==> src/rtl/cv32e40p_trace_pkg.sv <==
// Shared types for the multi-channel retire trace buffer: capture modes,
// FSM states and the stored entry layout.
package cv32e40p_trace_pkg;

  // Entry timestamp width; the buffer's TS_W parameter is expected to match.
  localparam int TRACE_TS_W = 16;
  localparam int TRACE_CH_W = 8;

  typedef enum logic [1:0] {
    MODE_FREE = 2'd0,
    MODE_STOP = 2'd1,
    MODE_TRIG = 2'd2,
    MODE_RSVD = 2'd3
  } trace_mode_e;

  typedef enum logic [2:0] {
    ST_IDLE  = 3'd0,
    ST_RUN   = 3'd1,
    ST_ARMED = 3'd2,
    ST_POST  = 3'd3,
    ST_DONE  = 3'd4
  } trace_state_e;

  typedef struct packed {
    logic [31:0]           pc;
    logic [31:0]           instr;
    logic [TRACE_CH_W-1:0] ch;
    logic [TRACE_TS_W-1:0] ts;
  } trace_entry_t;

  function automatic logic [15:0] sat_add16(input logic [15:0] a, input logic [16:0] b);
    logic [17:0] s;
    s = {2'b00, a} + {1'b0, b};
    return (s > 18'h0FFFF) ? 16'hFFFF : s[15:0];
  endfunction

endpackage

==> src/rtl/cv32e40p_trace_rr_arbiter.sv <==
// Round-robin single-winner arbiter over retire channels; also reports how
// many valid channels lost this cycle.
module cv32e40p_trace_rr_arbiter #(
  parameter int NUM_CH = 2,
  parameter int CH_W   = (NUM_CH > 1) ? $clog2(NUM_CH) : 1,
  parameter int LW     = $clog2(NUM_CH + 1)
) (
  input  logic              clk_i,
  input  logic              rst_i,
  input  logic              advance_i,
  input  logic [NUM_CH-1:0] valid_i,
  output logic [NUM_CH-1:0] grant_o,
  output logic [CH_W-1:0]   grant_idx_o,
  output logic              grant_valid_o,
  output logic [LW-1:0]     loser_cnt_o
);

  logic [CH_W-1:0] rr_q;
  logic [LW-1:0]   valid_cnt;

  always_comb begin
    int idx;
    idx           = 0;
    grant_o       = '0;
    grant_idx_o   = '0;
    grant_valid_o = 1'b0;
    valid_cnt     = '0;
    for (int k = 0; k < NUM_CH; k++) begin
      idx       = (int'(rr_q) + k) % NUM_CH;
      valid_cnt = valid_cnt + LW'(valid_i[k]);
      if (!grant_valid_o && valid_i[CH_W'(idx)]) begin
        grant_valid_o         = 1'b1;
        grant_o[CH_W'(idx)]   = 1'b1;
        grant_idx_o           = CH_W'(idx);
      end
    end
    loser_cnt_o = grant_valid_o ? (valid_cnt - LW'(1)) : '0;
  end

  // Pointer only moves on grants that the buffer actually consumes.
  always_ff @(posedge clk_i) begin
    if (rst_i) begin
      rr_q <= '0;
    end else if (advance_i && grant_valid_o) begin
      rr_q <= (grant_idx_o == CH_W'(NUM_CH - 1)) ? '0 : grant_idx_o + CH_W'(1);
    end
  end

endmodule

==> src/rtl/cv32e40p_trace_buffer.sv <==
// Timestamped circular trace buffer for retired instructions from several
// channels, with free-running, stop-on-full and triggered capture modes.
module cv32e40p_trace_buffer
  import cv32e40p_trace_pkg::*;
#(
  parameter int NUM_CH = 2,
  parameter int DEPTH  = 16,
  parameter int TS_W   = TRACE_TS_W,
  parameter int CH_W   = (NUM_CH > 1) ? $clog2(NUM_CH) : 1,
  parameter int CNT_W  = $clog2(DEPTH) + 1
) (
  input  logic                   clk_i,
  input  logic                   rst_i,
  input  logic                   enable_i,
  input  logic [1:0]             mode_i,
  input  logic                   trigger_i,
  input  logic [CNT_W-1:0]       post_count_i,
  input  logic                   clear_i,
  input  logic [NUM_CH-1:0]      ch_valid_i,
  input  logic [NUM_CH-1:0][31:0] ch_pc_i,
  input  logic [NUM_CH-1:0][31:0] ch_instr_i,
  output logic                   rd_valid_o,
  input  logic                   rd_ready_i,
  output logic [31:0]            rd_pc_o,
  output logic [31:0]            rd_instr_o,
  output logic [CH_W-1:0]        rd_ch_o,
  output logic [TS_W-1:0]        rd_ts_o,
  output logic [CNT_W-1:0]       level_o,
  output logic [2:0]             state_o,
  output logic [15:0]            drop_cnt_o
);

  localparam int PTR_W = $clog2(DEPTH);
  localparam int LW    = $clog2(NUM_CH + 1);

  trace_state_e     state_q, state_d;
  trace_mode_e      mode_q;
  logic [CNT_W-1:0] post_q;
  logic [CNT_W-1:0] level_q;
  logic [PTR_W-1:0] wptr_q, rptr_q;
  logic [TS_W-1:0]  ts_q;
  logic [15:0]      drop_q;
  trace_entry_t     mem [DEPTH];
  trace_entry_t     wr_entry, head;

  logic [NUM_CH-1:0] grant;
  logic [CH_W-1:0]   grant_idx;
  logic              grant_valid;
  logic [LW-1:0]     loser_cnt;

  logic capturing, overwrite_ok, full, empty, pop;
  logic wr_req, do_write, stored, ovf_drop, stop_drop, level_inc, level_dec;
  logic [16:0] drop_add;

  cv32e40p_trace_rr_arbiter #(
    .NUM_CH (NUM_CH),
    .CH_W   (CH_W),
    .LW     (LW)
  ) u_arb (
    .clk_i         (clk_i),
    .rst_i         (rst_i),
    .advance_i     (capturing),
    .valid_i       (ch_valid_i),
    .grant_o       (grant),
    .grant_idx_o   (grant_idx),
    .grant_valid_o (grant_valid),
    .loser_cnt_o   (loser_cnt)
  );

  assign capturing    = (state_q == ST_RUN) || (state_q == ST_ARMED) || (state_q == ST_POST);
  assign overwrite_ok = (state_q != ST_RUN) || (mode_q == MODE_FREE);
  assign full         = (level_q == CNT_W'(DEPTH));
  assign empty        = (level_q == '0);
  assign pop          = !empty && rd_ready_i;
  assign wr_req       = capturing && grant_valid;
  assign ovf_drop     = wr_req && full && !pop && overwrite_ok;
  assign stop_drop    = wr_req && full && !pop && !overwrite_ok;
  assign do_write     = wr_req && !stop_drop;
  assign stored       = do_write && !clear_i;
  assign level_inc    = do_write && !pop && !full;
  assign level_dec    = pop && !do_write;
  assign drop_add     = capturing ? (17'(loser_cnt) + 17'(ovf_drop) + 17'(stop_drop)) : '0;

  always_comb begin
    wr_entry = '0;
    for (int k = 0; k < NUM_CH; k++) begin
      if (grant[k]) begin
        wr_entry.pc    = ch_pc_i[k];
        wr_entry.instr = ch_instr_i[k];
      end
    end
    wr_entry.ch = TRACE_CH_W'(grant_idx);
    wr_entry.ts = TRACE_TS_W'(ts_q);
  end

  always_comb begin
    state_d = state_q;
    if (!enable_i) begin
      state_d = ST_IDLE;
    end else begin
      case (state_q)
        ST_IDLE:  state_d = (trace_mode_e'(mode_i) == MODE_TRIG) ? ST_ARMED : ST_RUN;
        ST_ARMED: if (trigger_i) state_d = (post_count_i == '0) ? ST_DONE : ST_POST;
        ST_POST:  if (stored && post_q == CNT_W'(1)) state_d = ST_DONE;
        default:  state_d = state_q;
      endcase
    end
  end

  always_ff @(posedge clk_i) begin
    if (rst_i) begin
      state_q <= ST_IDLE;
    end else begin
      state_q <= state_d;
    end
  end

  // clear_i flushes occupancy and the drop counter but leaves FSM, timestamp and mode alone.
  always_ff @(posedge clk_i) begin
    if (rst_i) begin
      mode_q  <= MODE_FREE;
      post_q  <= '0;
      level_q <= '0;
      wptr_q  <= '0;
      rptr_q  <= '0;
      ts_q    <= '0;
      drop_q  <= '0;
    end else begin
      ts_q <= ts_q + TS_W'(1);
      if (clear_i) begin
        level_q <= '0;
        wptr_q  <= '0;
        rptr_q  <= '0;
        drop_q  <= '0;
      end else begin
        if (do_write)        wptr_q <= wptr_q + PTR_W'(1);
        if (pop || ovf_drop) rptr_q <= rptr_q + PTR_W'(1);
        if (level_inc)       level_q <= level_q + CNT_W'(1);
        else if (level_dec)  level_q <= level_q - CNT_W'(1);
        drop_q <= sat_add16(drop_q, drop_add);
      end
      if (state_q == ST_IDLE && enable_i) mode_q <= trace_mode_e'(mode_i);
      if (state_q == ST_ARMED && trigger_i)  post_q <= post_count_i;
      else if (state_q == ST_POST && stored) post_q <= post_q - CNT_W'(1);
    end
  end

  always_ff @(posedge clk_i) begin
    if (stored) mem[wptr_q] <= wr_entry;
  end

  assign head       = mem[rptr_q];
  assign rd_valid_o = !empty;
  assign rd_pc_o    = rd_valid_o ? head.pc : '0;
  assign rd_instr_o = rd_valid_o ? head.instr : '0;
  assign rd_ch_o    = rd_valid_o ? CH_W'(head.ch) : '0;
  assign rd_ts_o    = rd_valid_o ? TS_W'(head.ts) : '0;
  assign level_o    = level_q;
  assign state_o    = state_q;
  assign drop_cnt_o = drop_q;

endmodule

==> config.mk <==
export PLATFORM = sky130hd
export DESIGN_NAME = cv32e40p_trace_buffer
export DESIGN_NICKNAME = d
export VERILOG_FILES = /design/src/rtl/cv32e40p_trace_pkg.sv /design/src/rtl/cv32e40p_trace_rr_arbiter.sv /design/src/rtl/cv32e40p_trace_buffer.sv
export SDC_FILE = /design/constraint.sdc
export NUM_CORES = 1
export LEC_CHECK = 0
export ABC_CLOCK_PERIOD_IN_PS = 8300
export BUFFER_PORTS_ARGS = -buffer_cell sky130_fd_sc_hd__buf_4
export CORE_MARGIN = 3
export CORE_UTILIZATION = 25
export DETAILED_ROUTE_END_ITERATION = 8
export PLACE_DENSITY = 0.48
export SETUP_SLACK_MARGIN = 0.15
export SYNTH_ARGS = -nofsm -noshare
export SYNTH_HDL_FRONTEND = slang
export SYNTH_HIERARCHICAL = 1
export SYNTH_SLANG_ARGS = --single-unit
==> constraint.sdc <==
create_clock -name clk_i -period 8.3 [get_ports clk_i]
set_input_delay 1.66 -clock clk_i [delete_from_list [all_inputs] [get_ports clk_i]]
set_output_delay 1.66 -clock clk_i [all_outputs]
set_load 0.05 [all_outputs]
==> flow_metrics.env, run 1 <==
export IMPL_status="finished, final reports clean"
export IMPL_grt_pass1_wl_um=199000
export IMPL_drt_wl_total_um=140000
export IMPL_drive_above_1_share_pct=30.6
export IMPL_finalSetupViolations=0
export IMPL_total_power_mw=15.2
export IMPL_startpoint_to_endpoint_class_of_the_critical_path="reg2out"
export IMPL_hp_class="reg2reg"
export IMPL_core_box_area_mm2=0.208
export IMPL_path_max_fanout=49
export IMPL_die_y_um=465
export IMPL_worst_hold_slack_ps=483
export IMPL_yosysMostFrequentCell="edfxtp_1"
export IMPL_timing_reg2reg_worst_path_depth=5
export IMPL_yosys_area_top_type="edfxtp_1"
export IMPL_yosys_most_used_dff="edfxtp_1"
export IMPL_max_slew_worst_pin_slew_ps=1150
export IMPL_grt_pass1_vias=27000
export IMPL_numPortBuffers=248
export IMPL_instances_no_fill=5652
export IMPL_route_detailed_wl_per_inst_um=24.7
export IMPL_syn_cell_area_mm2=0.0526
export IMPL_achievable_frequency_mhz=162
export IMPL_synthesis_yosys_warnings=6
export IMPL_fin_tns_setup_ps=0
export IMPL_drc=0
export IMPL_initial_antenna_violation_count=12
export IMPL_cts_path_max_buffers=3
export IMPL_most_common_library_cells_after_synthesis="1,296 x edfxtp_1, 324 x mux4_2, 167 x mux2i_1"
export IMPL_flow_area_growth_from_synthesis_pct=19.4
export IMPL_vias=25400
export IMPL_numClockSinks=1356
export IMPL_timing_critical_path_arrival_ps=4530
export IMPL_yosys_area_share_xor_xnor_pct=0.500
export IMPL_postSynthCellCount=2421
export IMPL_synth_mux_area_fraction_pct=17.1
export IMPL_clk_pin_slew_worst_paths_ps=60
export IMPL_grt_max_degree=92
export IMPL_globalRoute_totalOverflow=0
export IMPL_cts_tree="built"
export IMPL_yosys_area_share_simple_pct=1.55
export IMPL_groute_usage_overall_pct=12.8
export IMPL_post_drt_via_cell_ratio=4.49
export IMPL_final_min_clock_period_ps=6190
export IMPL_dieWidth_um=465
export IMPL_synth_edff_count=1296
export IMPL_netlist_top_cells_area="edfxtp_1 74%, mux4_2 14%, mux2i_1 3.2%"
export IMPL_num_nets_final=2904
export IMPL_worstSkewPairLatency_ps=780
export IMPL_timing_final_ws_setup_ps=2110
export IMPL_final_core_util_pct=30.2
export IMPL_worst_slew_margin_rel_pct=23.0
export IMPL_cts_resized=0
export IMPL_synth_compound_area_share_pct=2.93
export IMPL_proportion_of_netlist_area_held_by_the_largest_area_contributor_pct=74.0
export IMPL_drt_iter0_markers=2097
export IMPL_place_gp_congestion=0.706
export IMPL_post_syn_area_per_cell_um2=21.7
export IMPL_cts_root_buf="clkbuf_16"
export IMPL_synth_seq_area_share_pct=76.3
export IMPL_placed_cells=5379
export IMPL_pre_cts_slack_ps=2790
export IMPL_reg2reg_to="mem[15][18]"
export IMPL_hold_path_depth=2
export IMPL_setup_repair_after_global_routing_missed_its_margin="no"
export IMPL_maximum_level_of_the_cts_h_tree=4
export IMPL_worstSetupStartpointType="flop"
export IMPL_core_rowCount=167
export IMPL_maxCapViolCount=0
export IMPL_synth_top_family_by_area="multiplexers"
export IMPL_finalClockSkew_ps=41.5
export IMPL_hp_start="rptr_q[3]"
export IMPL_drt_pass1_iterations=5
export IMPL_critPathCaptureType="output pin"
export IMPL_post_cts_buffers=0
export IMPL_async_set_reset_flop_share_out_of_synthesis_pct=0
export IMPL_critPathRequiredTime_ps=6640
export IMPL_detail_route_antenna_nets=0
export IMPL_synthAdderAreaFrac_pct=0.457
export IMPL_dieArea_mm2=0.216
export IMPL_p_per_area_mw_per_mm2=242
export IMPL_vdd_drop_max_uv=216
export IMPL_ff2ff_setup_slack_ps=4230
export IMPL_ys_types=59
export IMPL_placedInstanceArea_mm2=0.0580
export IMPL_synth_seq_cells=1356
export IMPL_timing_rr_start="state_o[0]"
export IMPL_final_hold_viol_count=0
export IMPL_min_period_over_period_pct=74.6
export IMPL_total_i_o_pin_count=249
export IMPL_cellLeakagePower_nw=19.0
export IMPL_cts_inserted_buffers=150
export IMPL_design_area_mm2=0.0628
export IMPL_final_max_slew_violation_count=0
export IMPL_dp_final_hpwl_um=75200
export IMPL_cts_hold_buf=0
export IMPL_start_util_pct=25.3
[state kept, by name, summed over array words and instances, names as in the netlist, named ones only]
register and flops:
drop_cnt_o 16, level_o 5, mem 1296, mode_q 2
post_q 5, rptr_q 4, state_o 3, ts_q 16
u_arb/rr_q 1, wptr_q 4
[final cells by class]
cell class	count	area [um^2]
Timing Repair Buffer	305	2380
Inverter	12	45.0
Sequential cell	1356	40100
Clock buffer	199	4040
Multi-Input combinational cell	918	12000
Antenna cell	2	5.00
Fill cell	20300	145000
Clock inverter	72	719
Tap cell	2788	3490
[worst max-delay path: stages, from the launching register on]
cell,delay [ps]
dfxtp_1,380
or4_4,590
nor2_1,290
inv_1,230
nand2_4,560
buf_4,820
o22ai_1,470
buf_4,340
[logic make-up (layout without fill, tap and decap cells)]
family                     after synthesis  in the layout
muxes                                  491            491
xor gates and xnor gates                30             30
other                                    1              4
buffers and inverters                  148            588
AOI/OAI and AO/OA                      216            216
and+or+nand+nor                        161            161
adders and majority gates               18             18
DFF                                   1356           1356
[where the power goes]
part | switching (mW) | internal, mW
clock network | 2.72 | 3.73
logic | 0.800 | 0.377
registers | 0.0245 | 7.54
total | 3.54 | 11.6
[placed cells by master, fill, tap and decap left out, types with 24 or more instances in the layout]
cell and instances:
o22ai_1 81, nand2_1 30, dfxtp_1 57, a22o_1 63, mux2i_1 167, clkbuf_16 152
clkinv_2 24, mux4_2 324, buf_4 298, a21oi_1 30, edfxtp_1 1296, clkbuf_1 41
nor2_1 38
[how the worst max path moves through the flow]
| stage | startpoint | to |
|---|---|---|
| after detailed placement | level_o[0] | rd_pc_o[10] |
| after global routing | level_o[0] | rd_pc_o[10] |
| after floorplan | ch_valid_i[0] | mem[0][0] |
| after CTS | level_o[0] | rd_pc_o[10] |
| final | level_o[0] | rd_pc_o[10] |
| after global placement | level_o[0] | rd_pc_o[10] |
[routing by layer]
metal | track usage [%] | routed length [um] | vias up
met5 | 0 | 13 | -
met4 | 3.36 | 2860 | 2
met3 | 2.45 | 6700 | 154
met2 | 20.5 | 66200 | 630
met1 | 17.8 | 63800 | 13700
li1 | - | - | 10900
Note: power is estimated with default switching activity, not from simulation.
==> run 2: changes to the inputs <==
--- a/config.mk
+++ b/config.mk
@@ -5,7 +5,7 @@
 export SDC_FILE = /design/constraint.sdc
 export NUM_CORES = 1
 export LEC_CHECK = 0
-export ABC_CLOCK_PERIOD_IN_PS = 8300
+export ABC_CLOCK_PERIOD_IN_PS = 5600
 export BUFFER_PORTS_ARGS = -buffer_cell sky130_fd_sc_hd__buf_4
 export CORE_MARGIN = 3
 export CORE_UTILIZATION = 25
==> constraint.sdc (replaced) <==
create_clock -name clk_i -period 5.6 [get_ports clk_i]
set_input_delay 1.12 -clock clk_i [delete_from_list [all_inputs] [get_ports clk_i]]
set_output_delay 1.12 -clock clk_i [all_outputs]
set_load 0.05 [all_outputs]
==> run 2 against run 1 <==
Worst setup slack lost 1600 ps. Clock-buffer cell count shrank 17. Global-route usage shrank 0.42 points. First-iteration DRC count shrank 1.6%. Final cell count grew 0.12%. Routed wire length shrank 3.0%. Critical path depth is the same. Worst hold slack lost 5.1 ps. Core utilization grew 0.10 points. Flip-flop and latch count is the same. Combinational power grew 50%.
==> flow_metrics.env, run 2 (synthesis gave the netlist of run 1 again) <==
export IMPL_most_common_layout_cells="1,296 x edfxtp_1, 324 x mux4_2, 305 x buf_4, 167 x mux2i_1, 150 x clkbuf_16"
export IMPL_hp_class="reg2reg"
export IMPL_timing_critical_path_arrival_ps=4020
export IMPL_cts_root_buf="clkbuf_16"
export IMPL_drc=0
export IMPL_layout_filler_cells=20200
export IMPL_dieWidth_um=465
export IMPL_initial_antenna_violation_count=5
export IMPL_maximum_level_of_the_cts_h_tree=4
export IMPL_worst_slew_margin_rel_pct=29.2
export IMPL_setup_repair_after_global_routing_missed_its_margin="no"
export IMPL_finalSetupViolations=0
export IMPL_critPathRequiredTime_ps=4480
export IMPL_largest_register="mem"
export IMPL_clk_pin_slew_worst_paths_ps=60
export IMPL_total_i_o_pin_count=249
export IMPL_worstSkewPairLatency_ps=790
export IMPL_vias=25400
export IMPL_place_gp_congestion=0.695
export IMPL_numClockSinks=1356
export IMPL_placedInstanceArea_mm2=0.0582
export IMPL_max_slew_worst_pin_slew_ps=1060
export IMPL_flow_area_growth_from_synthesis_pct=19.8
export IMPL_die_y_um=465
export IMPL_cts_resized=0
export IMPL_achievable_frequency_mhz=195
export IMPL_timing_final_ws_setup_ps=464
export IMPL_cts_path_max_buffers=3
export IMPL_cellLeakagePower_nw=19.1
export IMPL_final_core_util_pct=30.3
export IMPL_start_util_pct=25.3
export IMPL_cts_tree="built"
export IMPL_startpoint_to_endpoint_class_of_the_critical_path="reg2out"
export IMPL_maxCapViolCount=0
export IMPL_core_rowCount=167
export IMPL_critPathCaptureType="output pin"
export IMPL_finalClockSkew_ps=43.8
export IMPL_status="finished, final reports clean"
export IMPL_worstSetupStartpointType="flop"
export IMPL_min_period_over_period_pct=91.7
export IMPL_dp_final_hpwl_um=73000
export IMPL_p_per_area_mw_per_mm2=358
export IMPL_numPortBuffers=248
export IMPL_final_hold_viol_count=0
export IMPL_path_max_fanout=46
export IMPL_number_of_flip_flops_in_the_largest_register=1296
export IMPL_final_max_slew_violation_count=0
export IMPL_post_cts_buffers=0
export IMPL_grt_pass1_vias=26800
export IMPL_design_area_mm2=0.0630
export IMPL_fin_tns_setup_ps=0
export IMPL_groute_usage_overall_pct=12.4
export IMPL_route_detailed_wl_per_inst_um=23.9
export IMPL_drt_wl_total_um=135000
export IMPL_instances_no_fill=5659
export IMPL_num_nets_final=2919
export IMPL_detail_route_antenna_nets=0
export IMPL_core_box_area_mm2=0.208
export IMPL_commonest_non_fill_non_tap_cell_in_the_layout="edfxtp_1"
export IMPL_dieArea_mm2=0.216
export IMPL_post_drt_via_cell_ratio=4.48
export IMPL_drt_pass1_iterations=5
export IMPL_placed_cells=5394
export IMPL_final_min_clock_period_ps=5140
export IMPL_grt_pass1_wl_um=195000
export IMPL_grt_max_degree=67
export IMPL_pre_cts_slack_ps=1170
export IMPL_cts_hold_buf=0
export IMPL_vdd_drop_max_uv=317
export IMPL_drive_above_1_share_pct=30.8
export IMPL_drt_iter0_markers=2063
export IMPL_cts_inserted_buffers=150
export IMPL_globalRoute_totalOverflow=0
-- run 2: critical path, stage by stage (launching register included) --
cell and delay, ps:
dfxtp_1 380, or4_4 590, nor2_1 300, inv_1 220, nand2_4 600, buf_12 430
o22ai_1 360, buf_4 310
-- run 2: final timing paths --
path                            startpoint  depth (start not counted)            end  slack (ps)
worst max-delay path            level_o[0]                          7    rd_pc_o[10]         460
worst min-delay path             rptr_q[3]                          2           flop         480
worst max register to register  level_o[0]                         11  drop_cnt_o[5]        1680
worst min register to register   rptr_q[3]                          2           flop         480
-- run 2: area by class of cell --
cell class	instances	area, um^2	share of cell area, %
Antenna cell	2	5.00	0.00795
Clock buffer	182	3910	6.21
Clock inverter	81	846	1.34
Inverter	12	45.0	0.0715
Multi-Input combinational cell	918	12000	19.0
Sequential cell	1356	40100	63.7
Tap cell	2788	3490	5.54
Timing Repair Buffer	320	2590	4.11
-- run 2: metal layers --
layer | share of wire (%) | track usage, % | up-vias
met4 | 1.7 | 2.84 | 0
met5 | 0 | 0 | -
met3 | 4.7 | 2.63 | 153
met2 | 48 | 19.9 | 571
met1 | 46 | 17.2 | 13700
li1 | - | - | 10900
-- run 2: power breakdown --
part | internal, mW | total (mW) | switching [mW]
registers | 11.2 | 11.2 | 0.0290
logic | 0.570 | 1.77 | 1.20
clock network | 5.45 | 9.59 | 4.14
-- run 2: per-stage QoR --
step,hold WS [ps],total power [mW]
2_1_floorplan,450,12.5
3_3_place_gp,474,13.2
3_5_place_dp,462,13.2
4_1_cts,473,22.9
5_1_grt,500,23.4
6_report,478,22.6
==> run 3: changes to the inputs <==
--- a/config.mk
+++ b/config.mk
@@ -10,6 +10,7 @@
 export CORE_MARGIN = 3
 export CORE_UTILIZATION = 25
 export DETAILED_ROUTE_END_ITERATION = 8
+export GPL_TIMING_DRIVEN = 0
 export PLACE_DENSITY = 0.48
 export SETUP_SLACK_MARGIN = 0.15
 export SYNTH_ARGS = -nofsm -noshare
==> run 3 against run 2 <==
Clock skew down 19 ps. Final cell count up 3.0%. Design area up 1.8%. Combinational power up 6%. Non-clock buffer count is 189 higher. Core utilization up 0.54 points. Critical path type unchanged.
==> flow_metrics.env, run 3 (synthesis gave the netlist of run 1 again) <==
export IMPL_grt_max_degree=22
export IMPL_setup_repair_after_global_routing_missed_its_margin="yes"
export IMPL_placedInstanceArea_mm2=0.0598
export IMPL_startpoint_to_endpoint_class_of_the_critical_path="reg2out"
export IMPL_final_min_clock_period_ps=5260
export IMPL_dieWidth_um=465
export IMPL_switching_power_mw=5.17
export IMPL_route_detailed_wl_per_inst_um=25.3
export IMPL_globalRoute_totalOverflow=0
export IMPL_maxCapViolCount=0
export IMPL_combinationalPowerShare_pct=8.5
export IMPL_final_hold_viol_count=0
export IMPL_worstSkewPairLatency_ps=760
export IMPL_placed_cells=5586
export IMPL_groute_usage_overall_pct=13.4
export IMPL_cts_tree="built"
export IMPL_die_y_um=465
export IMPL_finalSetupViolations=0
export IMPL_total_i_o_pin_count=249
export IMPL_numClockSinks=1356
export IMPL_fin_tns_setup_ps=0
export IMPL_instances_no_fill=5829
export IMPL_initial_antenna_violation_count=13
export IMPL_share_seq_of_total_power_pct=51.0
export IMPL_hp_class="reg2reg"
export IMPL_grt_pass1_vias=27100
export IMPL_core_rowCount=167
export IMPL_core_box_area_mm2=0.208
export IMPL_clk_pin_slew_worst_paths_ps=60
export IMPL_cell_internal_pwr_mw=16.8
export IMPL_finalClockSkew_ps=24.7
export IMPL_hp_start="rptr_q[3]"
export IMPL_vias=26300
export IMPL_max_slew_worst_pin_slew_ps=1210
export IMPL_detail_route_antenna_nets=0
export IMPL_cts_root_buf="clkbuf_16"
export IMPL_maximum_level_of_the_cts_h_tree=4
export IMPL_timing_rr_start="level_o[0]"
export IMPL_cts_inserted_buffers=138
export IMPL_post_drt_via_cell_ratio=4.51
export IMPL_swShare_pct=23.5
export IMPL_share_clk_of_total_power_pct=40.5
export IMPL_start_util_pct=25.3
export IMPL_final_max_slew_violation_count=0
export IMPL_worst_slew_margin_rel_pct=19.1
export IMPL_setup_worst_path_start="level_o[0]"
export IMPL_commonest_non_fill_non_tap_cell_in_the_layout="edfxtp_1"
export IMPL_post_cts_buffers=0
export IMPL_vdd_drop_max_uv=326
export IMPL_place_gp_congestion=0.703
export IMPL_most_common_layout_cells="1,296 x edfxtp_1, 324 x mux4_2, 261 x buf_4, 167 x mux2i_1, 141 x clkbuf_16"
export IMPL_drt_iter0_markers=2373
export IMPL_path_max_fanout=10
export IMPL_design_area_mm2=0.0641
export IMPL_timing_critical_path_arrival_ps=4140
export IMPL_grt_pass1_wl_um=208000
export IMPL_critPathCaptureType="output pin"
export IMPL_min_period_over_period_pct=93.9
export IMPL_critPathRequiredTime_ps=4480
export IMPL_achievable_frequency_mhz=190
export IMPL_worstSetupStartpointType="flop"
export IMPL_drt_wl_total_um=148000
export IMPL_cellLeakagePower_nw=19.7
export IMPL_worst_hold_slack_ps=497
export IMPL_num_nets_final=3096
export IMPL_drc=0
export IMPL_dp_final_hpwl_um=99500
export IMPL_largest_register="mem"
export IMPL_drive_above_1_share_pct=32.2
export IMPL_number_of_flip_flops_in_the_largest_register=1296
export IMPL_dieArea_mm2=0.216
export IMPL_cts_path_max_buffers=3
export IMPL_status="finished, final reports clean"
export IMPL_flow_area_growth_from_synthesis_pct=22.0
export IMPL_numPortBuffers=248
export IMPL_total_power_mw=22.0
export IMPL_drt_pass1_iterations=7
export IMPL_p_per_area_mw_per_mm2=343
-- run 3: timing repair --
item	4_1_cts	5_1_grt
gates cloned	0	0
setup endpoints to repair	81	13
hold buffers	0	0
resized for setup	25	7
pin swaps	0	0
-- run 3: final timing paths --
| kind | to | slack (ps) | cells after the start |
|---|---|---|---|
| worst min register to register | flop | 500 | 2 |
| worst max register to register | drop_cnt_o[13] | 1770 | 13 |
| worst min-delay path | flop | 500 | 2 |
| worst max-delay path | rd_instr_o[0] | 340 | 7 |
-- run 3: cell type report --
cell class / count / area (um^2)
flip-flops and latches: 1356 / 40100
multi-input cells: 918 / 11900
clock inverters: 75 / 642
fillers: 20200 / 144000
clock buffers: 169 / 3640
plain buffers: 133 / 599
repair buffers: 376 / 3620
well taps: 2788 / 3490
diodes: 2 / 5.00
inverters: 12 / 45.0
-- run 3: power by group through the flow --
stage                     clock (mW)  combinational, mW  sequential [mW]
after floorplan                    0               1.11             11.4
after global placement             0               1.89             11.4
after detailed placement           0               1.91             11.4
after CTS                       9.15               1.91             11.2
after global routing            9.56               1.99             11.2
final                           8.90               1.87             11.2
-- run 3: critical path, cell delays in order, from the launching register on --
cell,delay (ps)
dfxtp_1,390
or4_4,600
nor2_1,340
inv_1,230
nand2_2,500
clkbuf_1,620
o22ai_1,380
buf_4,310
-- run 3: per-stage QoR --
step	worst slack, ps	utilization (%)
global route	111	30.8
floorplan	-2320	-
detailed placement	5.61	28.7
CTS	121	30.8
finish	343	30.8
global placement	-11680	27.8
-- run 3: per-layer routing --
layer  wire, um  share of wire, %  vias to the layer above  track usage [%]
met3       8630               5.9                      169             2.62
met1      64700                44                    14000             18.4
li1           -                 -                    11300                -
met2      71100                48                      797             21.9
met5         34             0.023                        -                0
met4       3070               2.1                        4             3.53
